`src/rtl/keydel_pkg.sv`:
```
// rtl/keydel_pkg.sv - shared types and sizing helpers for the key delivery unit
package keydel_pkg;

    typedef enum logic [1:0] {
        IDLE   = 2'd0,
        SHIFT  = 2'd1,
        CHECK  = 2'd2,
        LOADED = 2'd3
    } state_e;

    localparam int KEY_WIDTH_DEF = 16;

    // One even-parity bit trails the key in every frame.
    function automatic int frame_len(input int kw);
        return kw + 1;
    endfunction

endpackage

```
`src/rtl/key_shift_reg.sv`:
```
// rtl/key_shift_reg.sv - serial frame shift register with bit counter and running parity
module key_shift_reg
    import keydel_pkg::*;
#(
    parameter int FRAME_LEN = frame_len(KEY_WIDTH_DEF)
) (
    input  logic                 clk,
    input  logic                 rst_n,
    input  logic                 clear,
    input  logic                 shift_en,
    input  logic                 sdi,
    output logic [FRAME_LEN-2:0] key_bits,
    output logic                 last_bit,
    output logic                 done,
    output logic                 par_ok
);

    localparam int CW = $clog2(FRAME_LEN + 1);

    logic [FRAME_LEN-1:0] shreg_q, shreg_d;
    logic [CW-1:0]        cnt_q, cnt_d;
    logic                 par_q, par_d;

    // clear has priority so a restart in the same cycle drops the presented bit
    always_comb begin
        shreg_d = shreg_q;
        cnt_d   = cnt_q;
        par_d   = par_q;
        if (clear) begin
            shreg_d = '0;
            cnt_d   = '0;
            par_d   = 1'b0;
        end else if (shift_en) begin
            shreg_d = {shreg_q[FRAME_LEN-2:0], sdi};
            cnt_d   = cnt_q + 1'b1;
            par_d   = par_q ^ sdi;
        end
    end

    always_ff @(posedge clk or negedge rst_n) begin
        if (!rst_n) begin
            shreg_q <= '0;
            cnt_q   <= '0;
            par_q   <= 1'b0;
        end else begin
            shreg_q <= shreg_d;
            cnt_q   <= cnt_d;
            par_q   <= par_d;
        end
    end

    assign key_bits = shreg_q[FRAME_LEN-1:1];
    assign last_bit = (cnt_q == CW'(FRAME_LEN - 1));
    assign done     = (cnt_q == CW'(FRAME_LEN));
    assign par_ok   = ~par_q;

endmodule

```
`src/rtl/key_delivery_unit.sv`:
```
// rtl/key_delivery_unit.sv - receives a parity-checked serial key frame and drives the locked core key bus
module key_delivery_unit
    import keydel_pkg::*;
#(
    parameter int                   KEY_WIDTH = KEY_WIDTH_DEF,
    parameter bit                   LOCK_ONCE = 1'b1,
    parameter logic [KEY_WIDTH-1:0] RESET_KEY = '0
) (
    input  logic                 clk,
    input  logic                 rst_n,
    input  logic                 frame_start,
    input  logic                 sdi_valid,
    input  logic                 sdi,
    output logic                 sdi_ready,
    output logic [KEY_WIDTH-1:0] key_out,
    output logic                 key_valid,
    output logic                 key_err,
    output logic                 busy
);

    localparam int FRAME_LEN = frame_len(KEY_WIDTH);

    state_e               state_q, state_d;
    logic [KEY_WIDTH-1:0] key_q, key_d;
    logic                 key_valid_q, key_valid_d;
    logic                 key_err_q, key_err_d;
    logic                 sdi_ready_q, sdi_ready_d;
    logic                 busy_q, busy_d;

    logic                 clear, shift_en;
    logic [KEY_WIDTH-1:0] key_bits;
    logic                 last_bit, done, par_ok;

    key_shift_reg #(
        .FRAME_LEN (FRAME_LEN)
    ) u_shift (
        .clk      (clk),
        .rst_n    (rst_n),
        .clear    (clear),
        .shift_en (shift_en),
        .sdi      (sdi),
        .key_bits (key_bits),
        .last_bit (last_bit),
        .done     (done),
        .par_ok   (par_ok)
    );

    always_comb begin
        state_d     = state_q;
        key_d       = key_q;
        key_valid_d = key_valid_q;
        key_err_d   = key_err_q;
        clear       = 1'b0;
        shift_en    = 1'b0;
        case (state_q)
            IDLE: begin
                if (frame_start) begin
                    state_d   = SHIFT;
                    clear     = 1'b1;
                    key_err_d = 1'b0;
                end
            end
            SHIFT: begin
                if (frame_start) begin
                    clear     = 1'b1;
                    key_err_d = 1'b0;
                end else if (sdi_valid) begin
                    shift_en = 1'b1;
                    if (last_bit) begin
                        state_d = CHECK;
                    end
                end
            end
            CHECK: begin
                if (done && par_ok) begin
                    key_d       = key_bits;
                    key_valid_d = 1'b1;
                    state_d     = LOADED;
                end else begin
                    key_err_d = 1'b1;
                    state_d   = key_valid_q ? LOADED : IDLE;
                end
            end
            LOADED: begin
                // The held key stays on the bus through a reload until a good CHECK replaces it.
                if (!LOCK_ONCE && frame_start) begin
                    state_d   = SHIFT;
                    clear     = 1'b1;
                    key_err_d = 1'b0;
                end
            end
            default: state_d = IDLE;
        endcase
        sdi_ready_d = (state_d == SHIFT);
        busy_d      = (state_d == SHIFT) || (state_d == CHECK);
    end

    always_ff @(posedge clk or negedge rst_n) begin
        if (!rst_n) begin
            state_q     <= IDLE;
            key_q       <= RESET_KEY;
            key_valid_q <= 1'b0;
            key_err_q   <= 1'b0;
            sdi_ready_q <= 1'b0;
            busy_q      <= 1'b0;
        end else begin
            state_q     <= state_d;
            key_q       <= key_d;
            key_valid_q <= key_valid_d;
            key_err_q   <= key_err_d;
            sdi_ready_q <= sdi_ready_d;
            busy_q      <= busy_d;
        end
    end

    assign key_out   = key_q;
    assign key_valid = key_valid_q;
    assign key_err   = key_err_q;
    assign sdi_ready = sdi_ready_q;
    assign busy      = busy_q;

endmodule

```
`config.mk`:
```
export PLATFORM = sky130hd
export DESIGN_NAME = key_delivery_unit
export DESIGN_NICKNAME = d
export VERILOG_FILES = /design/src/rtl/keydel_pkg.sv /design/src/rtl/key_shift_reg.sv /design/src/rtl/key_delivery_unit.sv
export SDC_FILE = /design/constraint.sdc
export NUM_CORES = 1
export LEC_CHECK = 0
export BUFFER_PORTS_ARGS = -buffer_cell sky130_fd_sc_hd__buf_2
export CAP_MARGIN = 5
export CELL_PAD_IN_SITES_DETAIL_PLACEMENT = 2
export CELL_PAD_IN_SITES_GLOBAL_PLACEMENT = 2
export CORE_AREA = 2 2 73 75
export CTS_BUF_LIST = sky130_fd_sc_hd__clkbuf_4 sky130_fd_sc_hd__clkbuf_8
export DETAILED_ROUTE_END_ITERATION = 8
export DIE_AREA = 0 0 75 77
export HOLD_SLACK_MARGIN = 0.08
export PLACE_DENSITY = 0.88
export SLEW_MARGIN = 10
export SYNTH_ARGS = -nofsm -noshare
export SYNTH_HDL_FRONTEND = slang
export SYNTH_HIERARCHICAL = 1
export SYNTH_SLANG_ARGS = --single-unit
```
`constraint.sdc`:
```
create_clock -name clk -period 4.61 [get_ports clk]
set_input_delay 0.2305 -clock clk [delete_from_list [all_inputs] [get_ports clk]]
set_output_delay 0.2305 -clock clk [all_outputs]
set_load 0.005 [all_outputs]
```
==> results.yml <==
clock_tree:
  cts_buffer_depth: 2
  clock-sinks: 45
  numCtsBuffers: 5
  cts_tree: "yes"
  clkLatencyLatePin_ns: 0.30
  cts_resized: 0
  clk_pin_slew_ns: 0.09
  hold_buffers: 0
  cts_setup_buffers: 0
  clockRootBuffer: "clkbuf_8"
  cts_htree_levels: 2
critical_path:
  rrSetupSlack_ns: 2.37
  path_cells: "inv_1 -> ha_1 -> nor4bb_1 -> nand4b_4 -> mux2_4"
  critical_path.top_delay_family: "simple AND/OR/NAND/NOR gates"
  critPathMaxFanout: 17
  worstPathRequired_ns: 4.80
  max_stage_delay_ns: 0.56
  startpoint_type: "flop"
  cp.arrival_ns: 2.43
  critPathBufInv: 1
  critical_path_class: "flop to flop"
  crit_slowest_cell: "nor4bb_1"
  crit_path_end_kind: "flop"
synth:
  synth_flop_cell: "dfrtp_1"
  yosysSeqAreaShare: 0.534
  synth_edf_count: 0
  syn-num-nets: 171
  synth_common_cells: "dfrtp_1, nor2_1, mux2i_1"
  yosys_register_bits: 45
  synthCells: 162
  synth_area_leaders: "dfrtp_1, mux2i_1, mux2_4"
  syn_area_per_cell_um2: 13.0
  syn_area_um2: 2110
  synthDominantCellAreaShare: 0.534
  synth-async-reset-ratio: 1.00
  synth_most_common_cell: "dfrtp_1"
  yosysWarnings: 6
  synth_top_cell_by_area: "dfrtp_1"
  ys_types: 25
global_routing:
  use_met1: 0.214
  grt.total_usage: 0.167
  met2_usage: 0.276
  grt-busiest-layer: "met2"
  overflow: 0
  antenna_found_initial: 0
  grt_max_degree: 46
  use_met3: 0.0434
  grt_pass1_wl_um: 7310
  grt_pass1_vias: 1416
drt:
  drt_iter0_markers: 64
  routed_wirelength_um: 4240
  firstDrtPassIters: 4
  num_vias: 1191
  drtAntennaViolNets: 0
  drc: 0
  viasPerCell: 4.92
  avgRoutedWirePerCell_um: 17.5
timing:
  finalSetupTns_ns: 0
  finalSetupViolCount: 0
  finalHoldViolations: 0
  finalWorstPathRequiredPeriod_ns: 2.24
  fmax_mhz: 446
  grt_setup_unrepaired: "no"
  fin_ws_ns: 2.37
  tightest_slew_ns: 0.992
  period_share: 0.487
  fin_skew_ns: 0.00753
  max_slew_margin: 0.339
  whs_ns: 0.0933
  slew_violations: 0
power:
  powerDensity_nw_per_um2: 307
  power_mw: 0.693
  p_leak_nw: 1.18
  ir_worst_vdd_uv: 165
cells_and_area:
  n_antenna_cell: 0
  final_cells: 242
  area.sequential_um2: 1130
  final_nets: 180
  fin_util: 0.453
  multi_input_area_um2: 792
  n_fill_cell: 488
  stdcell_area_um2: 2260
  area_growth_pct: 7.00
  drive_above_1_share: 0.331
floorplan:
  die_y_um: 77
  die_x_um: 75
  start_util: 0.424
  dieArea_um2: 5780
  ioPinCount: 25
  core_region_area_um2: 4980
  rows: 26
outcome:
  outcome: "finished clean"
hold_path:
  holdCritPathClass: "input port to asynchronous set/reset pin"
placement:
  io_buffers: 24
  numPlacedInstances: 234
  dp_slack_ns: 2.40
  finalWeightedCongestion: 0.780
  post-dp-hpwl_um: 2860
  place_area_um2: 2160
run:
  drv_cap: 0
## flip-flops by register name (all words and copies together), names as in the netlist, named ones only
signal and flops:
u_shift/cnt_q 5, key_err 1, key_valid 1, sdi_ready 1
u_shift/shreg_q 17, busy 1, u_shift/par_q 1, key_out 16
## routing by layer
| layer | vias up | wire length (um) |
|---|---|---|
| li1 | 552 | - |
| met5 | - | 0 |
| met1 | 613 | 1860 |
| met4 | 0 | 22 |
| met3 | 4 | 139 |
| met2 | 22 | 2220 |
## worst register-to-register path, cell delays in order (launching register included)
cell      delay [ns]
dfrtp_1         0.43
inv_1           0.10
ha_1            0.14
nor4bb_1        0.56
nand4b_4        0.48
mux2_4          0.44
## layout make-up
type | instances | area share
sequential | 45 | 0.499
timing repair buffer | 26 | 0.0599
clock inverter | 2 | 0.00610
clock buffer | 6 | 0.0366
inverter | 5 | 0.00832
multi-input combinational | 88 | 0.351
tap | 70 | 0.0388
## placed cells by master (no fill, tap or decap), types with 2 or more instances in the layout
cell type,Yosys,layout
dfrtp_1,45,45
clkbuf_8,0,6
buf_4,17,2
nand4_1,2,2
nand3b_1,2,2
a32oi_1,2,2
inv_1,5,5
ha_1,4,4
mux2_2,7,7
a21bo_2,3,3
nor2_1,22,22
nor4bb_1,3,2
nor2b_1,4,4
a21oi_1,3,3
mux2i_1,18,18
mux2_4,11,11
buf_2,2,24
## kinds of logic after synthesis
kind of cell,Yosys count,share of synthesized area
mux,36,0.201
flops,45,0.534
fa+ha+maj,4,0.0237
simple gates,36,0.0973
compound gates,11,0.0421
xor+xnor,1,0.00416
buf+inv,29,0.0973
## final timing paths
check | startpoint | end | cells after the start
hold / removal | rst_n | key_out[8]$_DFFE_PN0N_ | 1
min in group clk | sdi | u_shift/shreg_q[0]$_DFFE_PN0P_ | 3
hold reg to reg | key_out[7]$_DFFE_PN0N_ | key_out[7]$_DFFE_PN0N_ | 1
setup / recovery | u_shift/cnt_q[1]$_DFFE_PN0P_ | key_out[15]$_DFFE_PN0N_ | 5
max in group asynchronous | rst_n | u_shift/cnt_q[3]$_DFFE_PN0P_ | 1
setup reg to reg | u_shift/cnt_q[1]$_DFFE_PN0P_ | key_out[15]$_DFFE_PN0N_ | 5
## power by group
group	switching [mW]	internal, mW
sequential	0.00272	0.396
clock	0.139	0.122
combinational	0.0215	0.0111
total	0.163	0.529
Power figures use the tool's default switching activity.
